$ cat src/rtl/clock_mode_ctrl.sv
// Mode/alarm sequencer for the HH:MM clock: turns button pulses into counter adjust strobes,
// owns the alarm registers and runs the ring/dismiss flow. All outputs are registered.
module clock_mode_ctrl #(
    parameter int RING_SECS = 60
) (
    input  logic        clk,
    input  logic        reset,
    input  logic        btn_c,
    input  logic        btn_r,
    input  logic        btn_l,
    input  logic        btn_u,
    input  logic        btn_d,
    input  logic        tick_1hz,
    input  logic [12:0] time_bcd,
    output logic        run_en,
    output logic        adj_min_stb,
    output logic        adj_hr_stb,
    output logic        adj_up,
    output logic [12:0] alarm_bcd,
    output logic        disp_alarm,
    output logic        alarm_armed,
    output logic        ringing,
    output logic [4:0]  led
);

    typedef enum logic [2:0] {
        CLOCK,
        ADJ_CMIN,
        ADJ_CHR,
        ADJ_AMIN,
        ADJ_AHR,
        RING
    } state_t;

    localparam logic [7:0] RING_LAST = 8'(RING_SECS - 1);

    state_t      state, state_next;
    logic [7:0]  ring_cnt, ring_cnt_next;
    logic        match, match_q, ring_start;
    logic        act_c, act_r, act_l, act_u, act_d, any_btn;
    logic [12:0] alarm_next;
    logic        armed_next, min_stb_next, hr_stb_next, up_next;
    logic        blink_next, run_en_next, disp_next;
    logic [4:0]  led_next;

    // BCD minute step with wrap 59 <-> 00; hours field untouched
    function automatic logic [12:0] step_min(input logic [12:0] t, input logic up);
        logic [3:0] mu;
        logic [2:0] mt;
        mu = t[3:0];
        mt = t[6:4];
        if (up) begin
            if (mu == 4'd9) begin
                mu = 4'd0;
                mt = (mt == 3'd5) ? 3'd0 : mt + 3'd1;
            end else begin
                mu = mu + 4'd1;
            end
        end else begin
            if (mu == 4'd0) begin
                mu = 4'd9;
                mt = (mt == 3'd0) ? 3'd5 : mt - 3'd1;
            end else begin
                mu = mu - 4'd1;
            end
        end
        return {t[12:7], mt, mu};
    endfunction

    // BCD hour step with wrap 23 <-> 00; minutes field untouched
    function automatic logic [12:0] step_hr(input logic [12:0] t, input logic up);
        logic [3:0] hu;
        logic [1:0] ht;
        hu = t[10:7];
        ht = t[12:11];
        if (up) begin
            if (ht == 2'd2 && hu == 4'd3) begin
                ht = 2'd0;
                hu = 4'd0;
            end else if (hu == 4'd9) begin
                hu = 4'd0;
                ht = ht + 2'd1;
            end else begin
                hu = hu + 4'd1;
            end
        end else begin
            if (ht == 2'd0 && hu == 4'd0) begin
                ht = 2'd2;
                hu = 4'd3;
            end else if (hu == 4'd0) begin
                hu = 4'd9;
                ht = ht - 2'd1;
            end else begin
                hu = hu - 4'd1;
            end
        end
        return {ht, hu, t[6:0]};
    endfunction

    always_comb begin
        act_c      = btn_c;
        act_r      = btn_r & ~btn_c;
        act_l      = btn_l & ~btn_c & ~btn_r;
        act_u      = btn_u & ~btn_c & ~btn_r & ~btn_l;
        act_d      = btn_d & ~btn_c & ~btn_r & ~btn_l & ~btn_u;
        any_btn    = btn_c | btn_r | btn_l | btn_u | btn_d;
        match      = alarm_armed & (time_bcd == alarm_bcd);
        ring_start = match & ~match_q;
    end

    always_comb begin
        state_next    = state;
        ring_cnt_next = ring_cnt;
        blink_next    = led[4];
        alarm_next    = alarm_bcd;
        armed_next    = alarm_armed;
        min_stb_next  = 1'b0;
        hr_stb_next   = 1'b0;
        up_next       = 1'b0;
        run_en_next   = 1'b0;
        disp_next     = 1'b0;
        led_next      = 5'b00000;

        // A fresh match beats any button pressed in the same cycle
        case (state)
            CLOCK: begin
                if (ring_start) begin
                    state_next    = RING;
                    ring_cnt_next = 8'd0;
                    blink_next    = 1'b1;
                end else if (act_c) begin
                    state_next = ADJ_CMIN;
                end else if (act_u) begin
                    armed_next = ~alarm_armed;
                end
            end
            ADJ_CMIN: begin
                if (act_c)      state_next = CLOCK;
                else if (act_r) state_next = ADJ_CHR;
                else if (act_l) state_next = ADJ_AHR;
                else if (act_u | act_d) begin
                    min_stb_next = 1'b1;
                    up_next      = act_u;
                end
            end
            ADJ_CHR: begin
                if (act_c)      state_next = CLOCK;
                else if (act_r) state_next = ADJ_AMIN;
                else if (act_l) state_next = ADJ_CMIN;
                else if (act_u | act_d) begin
                    hr_stb_next = 1'b1;
                    up_next     = act_u;
                end
            end
            ADJ_AMIN: begin
                if (act_c)              state_next = CLOCK;
                else if (act_r)         state_next = ADJ_AHR;
                else if (act_l)         state_next = ADJ_CHR;
                else if (act_u | act_d) alarm_next = step_min(alarm_bcd, act_u);
            end
            ADJ_AHR: begin
                if (act_c)              state_next = CLOCK;
                else if (act_r)         state_next = ADJ_CMIN;
                else if (act_l)         state_next = ADJ_AMIN;
                else if (act_u | act_d) alarm_next = step_hr(alarm_bcd, act_u);
            end
            RING: begin
                if (any_btn) begin
                    state_next = CLOCK;
                end else if (tick_1hz) begin
                    if (ring_cnt == RING_LAST) begin
                        state_next = CLOCK;
                    end else begin
                        ring_cnt_next = ring_cnt + 8'd1;
                        blink_next    = ~led[4];
                    end
                end
            end
            default: state_next = CLOCK;
        endcase

        case (state_next)
            CLOCK:    run_en_next = 1'b1;
            ADJ_CMIN: led_next = 5'b00011;
            ADJ_CHR:  led_next = 5'b00101;
            ADJ_AMIN: begin
                led_next  = 5'b01011;
                disp_next = 1'b1;
            end
            ADJ_AHR: begin
                led_next  = 5'b01101;
                disp_next = 1'b1;
            end
            RING: begin
                run_en_next = 1'b1;
                led_next    = {blink_next, 4'b0000};
            end
            default: run_en_next = 1'b1;
        endcase
    end

    always_ff @(posedge clk or negedge reset) begin
        if (!reset) begin
            state       <= CLOCK;
            ring_cnt    <= 8'd0;
            match_q     <= 1'b0;
            alarm_bcd   <= 13'd0;
            alarm_armed <= 1'b0;
            adj_min_stb <= 1'b0;
            adj_hr_stb  <= 1'b0;
            adj_up      <= 1'b0;
            run_en      <= 1'b1;
            disp_alarm  <= 1'b0;
            ringing     <= 1'b0;
            led         <= 5'b00000;
        end else begin
            state       <= state_next;
            ring_cnt    <= ring_cnt_next;
            match_q     <= match;
            alarm_bcd   <= alarm_next;
            alarm_armed <= armed_next;
            adj_min_stb <= min_stb_next;
            adj_hr_stb  <= hr_stb_next;
            adj_up      <= up_next;
            run_en      <= run_en_next;
            disp_alarm  <= disp_next;
            ringing     <= (state_next == RING);
            led         <= led_next;
        end
    end

endmodule

$ cat config.mk
export PLATFORM = sky130hd
export DESIGN_NAME = clock_mode_ctrl
export DESIGN_NICKNAME = d
export VERILOG_FILES = /design/src/rtl/clock_mode_ctrl.sv
export SDC_FILE = /design/constraint.sdc
export NUM_CORES = 1
export LEC_CHECK = 0
export CAP_MARGIN = 20
export CORE_MARGIN = 2
export CORE_UTILIZATION = 58
export CTS_BUF_LIST = sky130_fd_sc_hd__clkbuf_8
export DETAILED_ROUTE_END_ITERATION = 10
export GPL_TIMING_DRIVEN = 0
export PLACE_DENSITY = 0.95
export REMOVE_ABC_BUFFERS = 1
export SLEW_MARGIN = 20
export SYNTH_ARGS = -nofsm -noshare
export SYNTH_HDL_FRONTEND = slang
export SYNTH_SLANG_ARGS = --single-unit
export TNS_END_PERCENT = 100
$ cat constraint.sdc
create_clock -name clk -period 3.4 [get_ports clk]
set_input_delay 0.51 -clock clk [delete_from_list [all_inputs] [get_ports clk]]
set_output_delay 0.51 -clock clk [all_outputs]
set_load 0.05 [all_outputs]
==> results <==
- The run finished with clean final reports.
- The power share of the clock group is 22.9%.
- By startpoint and endpoint, the worst setup path is classified as primary input to flop.
- Derived from the worst setup path, the maximum achievable clock frequency is about 300 MHz.
- The reported max-cap violation count is 0.
- The post-route cell area is 3030 µm².
- The floorplan step set the die width to between 60 and 70 µm.
- The final sum of negative setup slack is 0 ns.
- Entering global routing, the biggest net connects 34 pins.
- The clock sink count is 37.
- The cell taking the most area after synthesis is dfrtp_1.
- The maximum level of the CTS H-tree is 2.
- In this run the cell area measured after placement is 2910 µm².
- The number of core rows is 23.
- The leading register cell type out of synthesis is dfrtp_1.
- The number of nets at the end of the flow is 354.
- The library cells used most frequently in the layout, excluding fill and tap cells, are 44 x clkdlybuf4s50_1, 36 x dfrtp_1, 25 x nand2_1, 21 x nor2_1.
- The clock root buffer is clkbuf_8.
- The share of total power dissipated in sequential elements is 35.4%.
- The family of cells with the greatest summed delay on the critical path is simple AND/OR/NAND/NOR gates.
- The cell count after synthesis came out at approximately 290.
- The cell type of the slowest stage on the worst timing path is or4b_1.
- Summing every instance area after synthesis gives 2440 µm².
- Yosys attributes the largest share of cell area to dfrtp_1 37%, ha_1 5.6%, nand2_1 3.8%, a21oi_1 3.7%, o21ai_0 3.7%.
- The first global-routing pass estimated 10400 µm of wire.
- After synthesis, the netlist uses 54 different library cells.
- Once the clock tree was built, the resizer swapped 0 gates to a different size.
- The total count of max-transition violations in the final report is 0.
- For this run, asynchronously set or reset flops after synthesis account for 100%.
- The initial cell density of the core is about three fifths.
- In this run the tool buffered the top-level ports with 45 buffer cells.
- At the end of routability-driven placement, the weighted congestion stood at roughly 0.85.
- Setup repair after global routing left no endpoint under its margin.
- Global routing finished with a remaining overflow of 0.
- Dividing the detail-routed via count by the number of cells gives roughly 6.3.
- The count of buffers added by post-CTS timing repair for setup is 0.
- The initial antenna violation count is 0.
- The critical path goes through clkdlybuf4s50_1 -> or4b_1 -> mux2_4 -> or3_1 -> or4_1 -> nand3_1 -> a32o_1.
- A synthesized cell averages 8.57 µm².
- The TritonCTS clock tree is built.
- The detailed router finished its first iteration with 306 violations.
- The number of failing setup endpoints in the final timing report is 0.
- The core footprint is just over 4000 µm².
- The synthesized design contains 0 enable-type register cells.
- In the finished design, the share of the clock period the worst path needs comes to between 90% and 100%.
- Cell internal power was estimated by the tool at 1.04 mW.
- Pin placement for this block handled 46 I/O pins.
- The total global-route track usage is 29.4%.
- TritonCTS created 5 clock buffers.
- The sequential fraction of the synthesis area is 37.9%.
- STA classifies the critical path endpoint as a flop.
- For the worst setup path, the data required time is between 3 and 4 ns.
- The floorplan step defined a die boundary enclosing ~4700 µm².
- Counting the fill cells in the layout gives between 200 and 300.
- The antenna violation net count after detailed routing is 0.
- The antenna diode count is 0.
- After clock tree synthesis, the flow added hold-fix buffers numbering 0.
- Detailed placement finished with a half-perimeter wire length of between 4000 and 5000 µm.
- The worst voltage drop across the vdd grid is about 0.47 mV.
- The clock arrives with approximately 0.0041 ns of skew.
- In this run the worst hold path is classified as primary input to async pin.
- The commonest non-fill, non-tap cell in the layout is clkdlybuf4s50_1.
- For this run, the detailed router's first-pass iteration total came to 6.
- The fraction of power consumed by combinational cells is between 40% and 50%.
- The headroom to the max-slew limit is approximately 47%.
- The final-report hold violation count came to 0.
- The source-to-sink clock delay at the later pin of the worst-skew pair is 0.29 ns.
- The number of synthesized register bits is 37.
- Of the total power, the share spent switching nets is 41.3%.
- The post-layout utilization of the core is 75.2%.
- At the pin with the least slew margin, the transition time is 0.785 ns.
- The vertical die dimension is 68.9 µm.
- Dividing total power by cell area gives a power density of approximately 580 nW/µm².
- Summed over all cells, the static leakage comes to 1.30 nW.
- Relative to the synthesized area, the layout overhead comes to 24.0%.
- Yosys printed 0 warnings.
- The via count of the first global-routing pass is 2194.
- The arrival time of the worst setup path is between 3 and 4 ns.
- The routed design has 6110 µm of wire.
- The switching power is 0.729 mW.
- In this design, the stage delay of the slowest critical-path cell is roughly 0.9 ns.
- The routed layout has 2350 vias.
- The final critical delay including setup and external delays is 3.25 ns.
- The top fanout value on the critical path is 16.
- Of the post-synthesis cell area, the dominant cell type holds 36.9%.
- In the final layout, the share of cells above drive strength 1 is between 4 and 5%.
- STA classifies the critical path startpoint as a primary input.
- The clock slew at the register clock pins of the worst setup and hold paths is about 0.080 ns.
- The critical path buffer and inverter count is 1.
- After detailed routing, the average wire length per cell comes to 16.4 µm.
- After detailed routing, the number of remaining DRC violations is 0.
- The clock tree buffer depth is 2.
[power groups by stage]
stage	logic [mW]	clock network, mW	registers, mW
after floorplan	0.325	0	0.787
after global placement	0.697	0	0.623
after detailed placement	0.727	0	0.629
after CTS	0.738	0.407	0.623
after global routing	0.806	0.433	0.642
final	0.738	0.404	0.626
[through the flow]
stage	hold slack, ns	total power [mW]	cells	setup WS [ns]
2_1_floorplan	0.214	1.11	269	0.688
3_3_place_gp	0.499	1.32	364	-0.0735
3_5_place_dp	0.351	1.36	365	-0.125
4_1_cts	0.0345	1.77	373	0.166
5_1_grt	0.0415	1.88	373	0.0156
6_report	0.0394	1.77	373	0.148
[sequential cells by signal, summed over array words and instances, names as in the netlist]
register,cells
alarm_armed,1
match_q,1
led,5
state,3
alarm_bcd,13
adj_hr_stb,1
ring_cnt,8
disp_alarm,1
ringing,1
run_en,1
adj_up,1
adj_min_stb,1
[area by class of cell]
| cell class | count | area (µm²) | share of cell area (%) |
|---|---|---|---|
| inverter | 13 | 48.8 | 1.61 |
| timing repair buffer | 46 | 465 | 15.4 |
| sequential | 37 | 927 | 30.6 |
| clock buffer | 6 | 82.6 | 2.73 |
| tap | 50 | 62.6 | 2.07 |
| multi-input combinational | 219 | 1410 | 46.4 |
| clock inverter | 2 | 37.5 | 1.24 |
[per-layer routing]
layer  routed length (µm)  global-route usage, %
met1                 2520                   39.4
met2                 3130                   47.6
met3                  327                   5.03
met4                  126                   10.8
met5                    0                      0
[cells in the mapped netlist (5+ instances only)]
cell and number:
a21oi_1 18, o21ai_0 18, xnor2_1 5, clkbuf_1 14, ha_1 11, nor2_1 21
inv_1 13, nand2b_1 8, nor3_1 6, nand2_1 25, o31ai_1 7, a31oi_1 5
nor4_1 5, dfrtp_1 36, xor2_1 10, nand3_1 14
[worst paths after layout]
path | start | endpoint | slack (ns) | cells past startpoint
max in group asynchronous | reset | run_en | 2.88 | 2
max reg2reg | alarm_bcd[3] | led[4] | 0.64 | 9
min | reset | alarm_bcd[0] | 0.04 | 1
min in group clk | ring_cnt[0] | ring_cnt[0] | 0.53 | 1
max | btn_r | alarm_bcd[5] | 0.15 | 7
min reg2reg | ring_cnt[0] | ring_cnt[0] | 0.53 | 1
[cells by family after synthesis]
group | synth area share (%)
AND/OR/NAND/NOR | 23.7
XOR/XNOR | 5.38
flip-flops | 37.9
multiplexers | 2.82
buffers and inverters | 4.56
AO/OA/AOI/OAI | 20.0
adder cells (fa/ha/maj) | 5.63
Note: power is estimated with default switching activity, not from simulation.
